==> src/rtl/except_ctrl_pkg.sv <==
// except_ctrl_pkg: exception flag, CP0 view and request types shared by the MEM-stage exception logic.
package except_ctrl_pkg;
  localparam logic [4:0] EXCCODE_INT  = 5'd0;
  localparam logic [4:0] EXCCODE_ADEL = 5'd4;
  localparam logic [4:0] EXCCODE_ADES = 5'd5;
  localparam logic [4:0] EXCCODE_SYS  = 5'd8;
  localparam logic [4:0] EXCCODE_BP   = 5'd9;
  localparam logic [4:0] EXCCODE_RI   = 5'd10;
  localparam logic [4:0] EXCCODE_OV   = 5'd12;
  localparam logic [4:0] EXCCODE_TR   = 5'd13;
  localparam logic [4:0] CP0_REG_COMPARE = 5'd11;
  typedef struct packed {
    logic if_adel, ri, ov, syscall, brk, trap, adel, ades, eret;
  } ExcFlags_t;
  typedef struct packed {
    logic [31:0] status, cause, epc, count, compare;
  } CP0Regs_t;
  typedef struct packed {
    logic        we;
    logic [4:0]  waddr;
    logic [31:0] wdata;
  } RegWriteReq_t;
  typedef struct packed {
    logic        flush;
    logic        delayslot;
    logic [31:0] cur_pc;
    logic [4:0]  exc_code;
    logic        eret;
  } ExceptReq_t;
endpackage

==> src/rtl/int_sync.sv <==
// int_sync: STAGES-deep flop chain bringing one asynchronous line into the clk domain.
module int_sync #(
  parameter int STAGES = 2
) (
  input  logic clk,
  input  logic rst_n,
  input  logic d,
  output logic q
);
  logic [STAGES-1:0] sync_q, sync_d;
  always_comb sync_d = {sync_q[STAGES-2:0], d};
  always_ff @(posedge clk or negedge rst_n)
    if (!rst_n) sync_q <= '0;
    else        sync_q <= sync_d;
  assign q = sync_q[STAGES-1];
endmodule

==> src/rtl/except_ctrl.sv <==
// except_ctrl: MEM-stage exception arbiter producing the prioritised flush/redirect request for cp0.
module except_ctrl
  import except_ctrl_pkg::*;
#(
  parameter int          SYNC_STAGES = 2,
  parameter logic [31:0] VEC_BEV     = 32'hBFC00380,
  parameter logic [31:0] VEC_NORMAL  = 32'h80000180
) (
  input  logic         clk,
  input  logic         rst_n,
  input  logic         mem_valid,
  input  logic [31:0]  mem_pc,
  input  logic         mem_delayslot,
  input  ExcFlags_t    mem_exc,
  input  logic [31:0]  mem_addr,
  input  logic [5:0]   hw_int,
  input  CP0Regs_t     cp0_regs,
  input  RegWriteReq_t cp0_wr,
  output ExceptReq_t   except_req,
  output logic [31:0]  badvaddr,
  output logic [31:0]  redirect_pc,
  output logic [5:0]   ip_hw
);
  logic [5:0]  sync_hw;
  logic        timer_pend_q, timer_pend_d, blank_q, blank_d;
  logic        int_req, active, hit;
  logic [4:0]  code;
  logic [31:0] bad;
  logic        unused_ok;
  for (genvar i = 0; i < 6; i++) begin : g_sync
    int_sync #(.STAGES(SYNC_STAGES)) u_sync (.clk(clk), .rst_n(rst_n), .d(hw_int[i]), .q(sync_hw[i]));
  end
  assign ip_hw     = sync_hw | {timer_pend_q, 5'b0};
  assign unused_ok = ^{cp0_wr.wdata, cp0_regs.status, cp0_regs.cause};
  // A compare write acknowledges the timer and overrides a match in the same cycle.
  always_comb begin
    timer_pend_d = (cp0_wr.we && cp0_wr.waddr == CP0_REG_COMPARE) ? 1'b0 :
                   (cp0_regs.count == cp0_regs.compare) ? 1'b1 : timer_pend_q;
    blank_d      = except_req.flush;
  end
  always_ff @(posedge clk or negedge rst_n)
    if (!rst_n) begin
      timer_pend_q <= 1'b0;
      blank_q      <= 1'b0;
    end else begin
      timer_pend_q <= timer_pend_d;
      blank_q      <= blank_d;
    end
  assign int_req = cp0_regs.status[0] & ~cp0_regs.status[1] &
                   |({ip_hw, cp0_regs.cause[9:8]} & cp0_regs.status[15:8]);
  assign active  = rst_n & mem_valid & ~blank_q;
  always_comb begin
    hit  = 1'b1;
    code = '0;
    bad  = '0;
    if (int_req)                code = EXCCODE_INT;
    else if (mem_exc.if_adel) begin
      code = EXCCODE_ADEL;
      bad  = mem_pc;
    end
    else if (mem_exc.ri)        code = EXCCODE_RI;
    else if (mem_exc.ov)        code = EXCCODE_OV;
    else if (mem_exc.syscall)   code = EXCCODE_SYS;
    else if (mem_exc.brk)       code = EXCCODE_BP;
    else if (mem_exc.trap)      code = EXCCODE_TR;
    else if (mem_exc.adel) begin
      code = EXCCODE_ADEL;
      bad  = mem_addr;
    end
    else if (mem_exc.ades) begin
      code = EXCCODE_ADES;
      bad  = mem_addr;
    end
    else                        hit  = 1'b0;
  end
  always_comb begin
    except_req  = '0;
    badvaddr    = '0;
    redirect_pc = '0;
    if (active && hit) begin
      except_req.flush     = 1'b1;
      except_req.delayslot = mem_delayslot;
      except_req.cur_pc    = mem_pc;
      except_req.exc_code  = code;
      badvaddr             = bad;
      redirect_pc          = cp0_regs.status[22] ? VEC_BEV : VEC_NORMAL;
    end else if (active && mem_exc.eret) begin
      except_req.flush = 1'b1;
      except_req.eret  = 1'b1;
      redirect_pc      = cp0_regs.epc;
    end
  end
endmodule
==> config.mk <==
export PLATFORM = sky130hd
export DESIGN_NAME = except_ctrl
export DESIGN_NICKNAME = d
export VERILOG_FILES = /design/src/rtl/except_ctrl_pkg.sv /design/src/rtl/int_sync.sv /design/src/rtl/except_ctrl.sv
export SDC_FILE = /design/constraint.sdc
export NUM_CORES = 1
export LEC_CHECK = 0
export BUFFER_PORTS_ARGS = -buffer_cell sky130_fd_sc_hd__buf_4
export CAP_MARGIN = 5
export CELL_PAD_IN_SITES_DETAIL_PLACEMENT = 1
export CELL_PAD_IN_SITES_GLOBAL_PLACEMENT = 2
export CORE_AREA = 2 2 150 152
export CTS_BUF_LIST = sky130_fd_sc_hd__clkbuf_8
export CTS_CLUSTER_DIAMETER = 40
export DETAILED_ROUTE_END_ITERATION = 6
export DIE_AREA = 0 0 152 154
export HOLD_SLACK_MARGIN = 0.1
export PLACE_DENSITY = 0.8
export SETUP_SLACK_MARGIN = 0.15
export SYNTH_ARGS = -nofsm -noshare
export SYNTH_HDL_FRONTEND = slang
export SYNTH_SLANG_ARGS = --single-unit
==> constraint.sdc <==
create_clock -name clk -period 5.04 [get_ports clk]
set_input_delay 0.756 -clock clk [delete_from_list [all_inputs] [get_ports clk]]
set_output_delay 0.756 -clock clk [all_outputs]
set_load 0.02 [all_outputs]
# Word-level counts from Yosys, hierarchy flattened
# Cells that the tools add are included.
dict set report totals {
  out_inout_bits 110
  wordCells 60
  reg_bits 14
}
dict set report op_classes {
  bitwise 8
  eq_ne 2
  muxes 37
  reduce_logical 5
}
# op n
set ops {}
lappend ops {{$mux 32} 12}
lappend ops {{$mux 38} 1}
lappend ops {{$eq 32x32->1} 1}
lappend ops {{$mux 30} 1}
lappend ops {{$mux 4} 7}
lappend ops {{$mux 1} 14}
lappend ops {{$and 8x8->8} 1}
lappend ops {{$reduce_or 8->1} 1}
lappend ops {{$mux 3} 2}
lappend ops {{$or 6x6->6} 1}
lappend ops {{$eq 5x4->1 const B} 1}
lappend ops {{$and 1x1->1} 4}
lappend ops {{$logic_and 1x1->1} 3}
lappend ops {{$not 1->1} 2}
lappend ops {{$reduce_bool 2->1} 1}

# Longest topological paths before layout
dict set report depth {
  word_depth 11
  ltp_mapped 7
  depth_no_buf 5
}

# Cells and area by module
# From an unflattened synthesis, not the netlist that was laid out.
dict set report hier_totals {
  cells_unflattened 284
  area_unflattened_um2 1964.4
}
# module n_inst cells_each area_per_inst_um2 seq_area_each_um2
set modules_own_cells {}
lappend modules_own_cells {except_ctrl 1 272 1664.1 50.0}
lappend modules_own_cells {int_sync 6 2 50.0 50.0}

# Worst setup path before layout
# Ideal clock, no wire load.
dict set report synth_timing {
  kind {input to output}
  from {in cp0_regs[105] in the netlist's numbering}
  to {out except_req[4] in the netlist's numbering}
  required_time_ns 4.284
  slack_ns 2.146
  arrival_ns 2.138
  path_stages 5
  path_cell_list {a22o_1 -> a221oi_2 -> a311oi_2 -> nand3b_4 -> a211oi_1}
}
# item line_no
set synth_lines {}
lappend synth_lines {{start, declared} except_ctrl.sv:17} ;# input CP0Regs_t cp0_regs,
lappend synth_lines {{end, declared} except_ctrl.sv:19} ;# output ExceptReq_t except_req,

# Worst setup path after layout
dict set report layout_timing {
  from {in cp0_regs[105] in the netlist's numbering}
  to {out redirect_pc[29]}
}
dict set report layout_between {
  elab_chain_len 6
}
# item line_no
set layout_rtl {}
lappend layout_rtl {{$and 8x8->8} except_ctrl.sv:50} ;# |({ip_hw, cp0_regs.cause[9:8]} & cp0_regs.status[15:8]);
lappend layout_rtl {{$reduce_or 8->1} except_ctrl.sv:50}
lappend layout_rtl {{$and 1x1->1} except_ctrl.sv:49} ;# assign int_req = cp0_regs.status[0] & ~cp0_regs.status[1] &
lappend layout_rtl {{$mux 1} except_ctrl.sv:56} ;# if (int_req) code = EXCCODE_INT;
lappend layout_rtl {{$logic_and 1x1->1} except_ctrl.sv:80} ;# if (active && hit) begin
lappend layout_rtl {{$mux 32} except_ctrl.sv:80}
lappend layout_rtl {{end, declared} except_ctrl.sv:21} ;# output logic [31:0] redirect_pc,
# Every way passes these cells.

==> impl_results.md <==
- Simple-gate share of the synthesized area: 36.1%
- Area delta synth->final: 135%
- Hold crit path type: register to register
- Final nets: 820
- CP top delay family: compound AO/OA/AOI/OAI gates
- Post-CTS sizing: 0
- Mean Syn Cell Area: 7.58 um^2
- Compound-Gate Fraction of Synth Area: 22.4%
- Wire length per cell: 15.7 um
- Status: finished clean
- Final Cell Area: 0.00448 mm^2
- Wire length after detailed routing: 12,800 um
- Post-CTS Setup Repair Bufs: 0
- Critical path endpoint category: primary output
- Die Ht: 154 um
- DR pass1 iterations: 4
- Critical Path, Cell by Cell: buf_4 > a22o_1 > a221oi_2 > a311oi_2 > nor3_4 > a22o_2 > buf_4
- Area of the core: 0.0217 mm^2
- Sequential-to-total area share from yosys stat: 18.3%
- GPL Wtd Cong: 0.750
- Worst vdd ir: 212 uV
- Worst stage delay on the critical path: 0.82 ns
- Top_reg_cell synth: dfrtp_1
- Total grt overflow: 0
- Clk_lat worst skew: 0.25 ns
- Post-synthesis mux area share: 0%
- Area leader, netlist: dfrtp_1
- Most frequent cells after synthesis: and2_1, nor2_1, a22oi_1, xnor2_1, dfrtp_1
- Placed cell count: 814
- Initial core utilization: 8.80%
- Clock transition at path regs: 0.06 ns
- Worst EP required: 4.28 ns
- DRT iter0 DRCs: 142
- Crit path DAT: 2.86 ns
- FFs w/ async S/R, synth: 100%
- Synthesis Warnings: 0
- Worst Setup Start Kind: input pin
- Synth area leaders: dfrtp_1, and2_1, xnor2_1
- Critical Path Stages: 7
- Clk buf depth: 2
- Layout Skew: 0.00275 ns
- Die width: 152 um
- Placed cell area: 0.00442 mm^2
- Drt via density: 3.63
- Most common cell in the synthesized netlist: and2_1
- First-pass GRT wire length: 18,900 um
- Cell Rows: 54
- Num CTS Buffers: 3
- IO Pins: 391
- Hold-fix buffers at CTS: 0
- DRC viols: 0
- Leak: 2.19 nW
- Sink Count: 14
- Post-synthesis register bit count: 14
- CTS HTree Levels: 1
- Critical-path top delay cell: nor3_4
- Area share of the largest cell type after synthesis: 18.3%
- TritonCTS clock tree: yes
- Max-slew headroom: 38.3%
- Period minus WS final: 3.62 ns
- Xor/xnor cell area share of the yosys netlist: 14.7%
- Largest family of logic cells by synthesized area: simple AND/OR/NAND/NOR gates
- Syn nets: 533
- GRT Total Usage: 10.2%
- Total Die Area: 0.0234 mm^2
- Synth Area in Adders: 0%
- CP max FO: 30
- Post-route ant nets: 0
- Achievable frequency: 276 MHz
- PD cells: 116 mW/mm^2
- Non-filler instance count after layout: 819
- Largest net degree at the start of global routing: 43
- Number of flops mapped to enable cells by yosys: 0
- Final Hold Fails: 0
- Vias after detailed routing: 2,977
- Worst Reg-to-Reg Cells: 5
- MaxCap Viol Count: 0
- Share of cells above drive strength 1: 61.7%
- Clock tree root buffer cell: clkbuf_8
- Crit Path Class: input pin to primary output
- Pins Over Slew Limit: 0
- Unique masters post-synth: 35
- Hold path depth: 0
- Slew at the pin with the worst max-slew slack: 0.922 ns
- Fin crit share: 71.8%
- Initial antenna violation count: 1
- RSZ-0062 raised after global routing: no
- Post-Syn Area: 0.00191 mm^2
- CP most frequent cell: buf_4
- IO buf count: 306
- CP Buf/Inv Count: 2
- Post-Syn Instances: 252
- # setup viols final: 0
- Vias in the first global route: 3,209
- Post-Route Setup TNS: 0 ns
- Final HPWL DP: 11,400 um
area by class of cell:
| cell class | instances | area, um^2 |
|---|---|---|
| antenna | 1 | 2.50 |
| fill | 2645 | 17200 |
| tap | 280 | 350 |
| multi-input combinational | 211 | 1410 |
| timing repair buffer | 307 | 2300 |
| inverter | 2 | 7.51 |
| sequential | 14 | 350 |
| clock buffer | 4 | 55.1 |
cells in the final DEF (no fill, tap or decap), drive strengths merged, types with 4 or more instances in the layout:
cell      n
nand4     8
dfrtp    14
nor3      4
clkbuf    4
a22o     10
nand2    12
xnor2    32
nor2     40
buf     307
a22oi    32
and2     54
where the power goes:
part | total, W | leakage, nW | switching [W] | internal, W
combinational | 0.000291 | 1.99 | 0.000123 | 0.000169
sequential | 0.000120 | 0.167 | 0.00000238 | 0.000118
clock | 0.000107 | 0.0288 | 0.0000382 | 0.0000692
per-stage QoR:
stage | power (W) | hold slack (ns) | utilization [%] | setup slack (ns)
final | 0.000519 | 0.344 | 20.7 | 1.42
after global routing | 0.000551 | 0.355 | 20.7 | 1.16
after CTS | 0.000527 | 0.348 | 20.6 | 1.31
after detailed placement | 0.000418 | 0.338 | 20.4 | 1.32
after global placement | 0.000413 | 0.333 | 20.4 | 1.37
after floorplan | 0.000238 | 0.331 | - | 2.15
registers in the layout (all words and copies together), names as in the netlist:
register,flops
timer_pend_q,1
blank_q,1
g_sync.u_sync.sync_q,12
logic make-up after synthesis:
group,count (synthesis)
AO/OA/AOI/OAI,52
XOR/XNOR,32
buffers and inverters,27
flip-flops,14
other,1
AND/OR/NAND/NOR,126
path summary, 6_finish.rpt:
path / from / slack (ns) / to
setup / recovery: cp0_regs[105] / 1.42 / redirect_pc[29]
max in group asynchronous: rst_n / 4.53 / g_sync[4].u_sync.sync_q[0]
hold reg to reg: g_sync[4].u_sync.sync_q[0] / 0.34 / g_sync[4].u_sync.sync_q[1]
hold / removal: g_sync[4].u_sync.sync_q[0] / 0.34 / g_sync[4].u_sync.sync_q[1]
setup reg to reg: g_sync[2].u_sync.sync_q[1] / 3.23 / blank_q
min in group asynchronous: rst_n / 0.35 / g_sync[4].u_sync.sync_q[1]
layer usage:
layer / wire length, um / global-route usage, % / vias to the layer above
li1: - / - / 1434
met1: 5080 / 12.1 / 1389
met2: 6690 / 19.1 / 142
met3: 853 / 2.14 / 12
met4: 203 / 1.69 / 0
met5: 0 / 0 / -
Note: power is estimated with default switching activity, not from simulation.
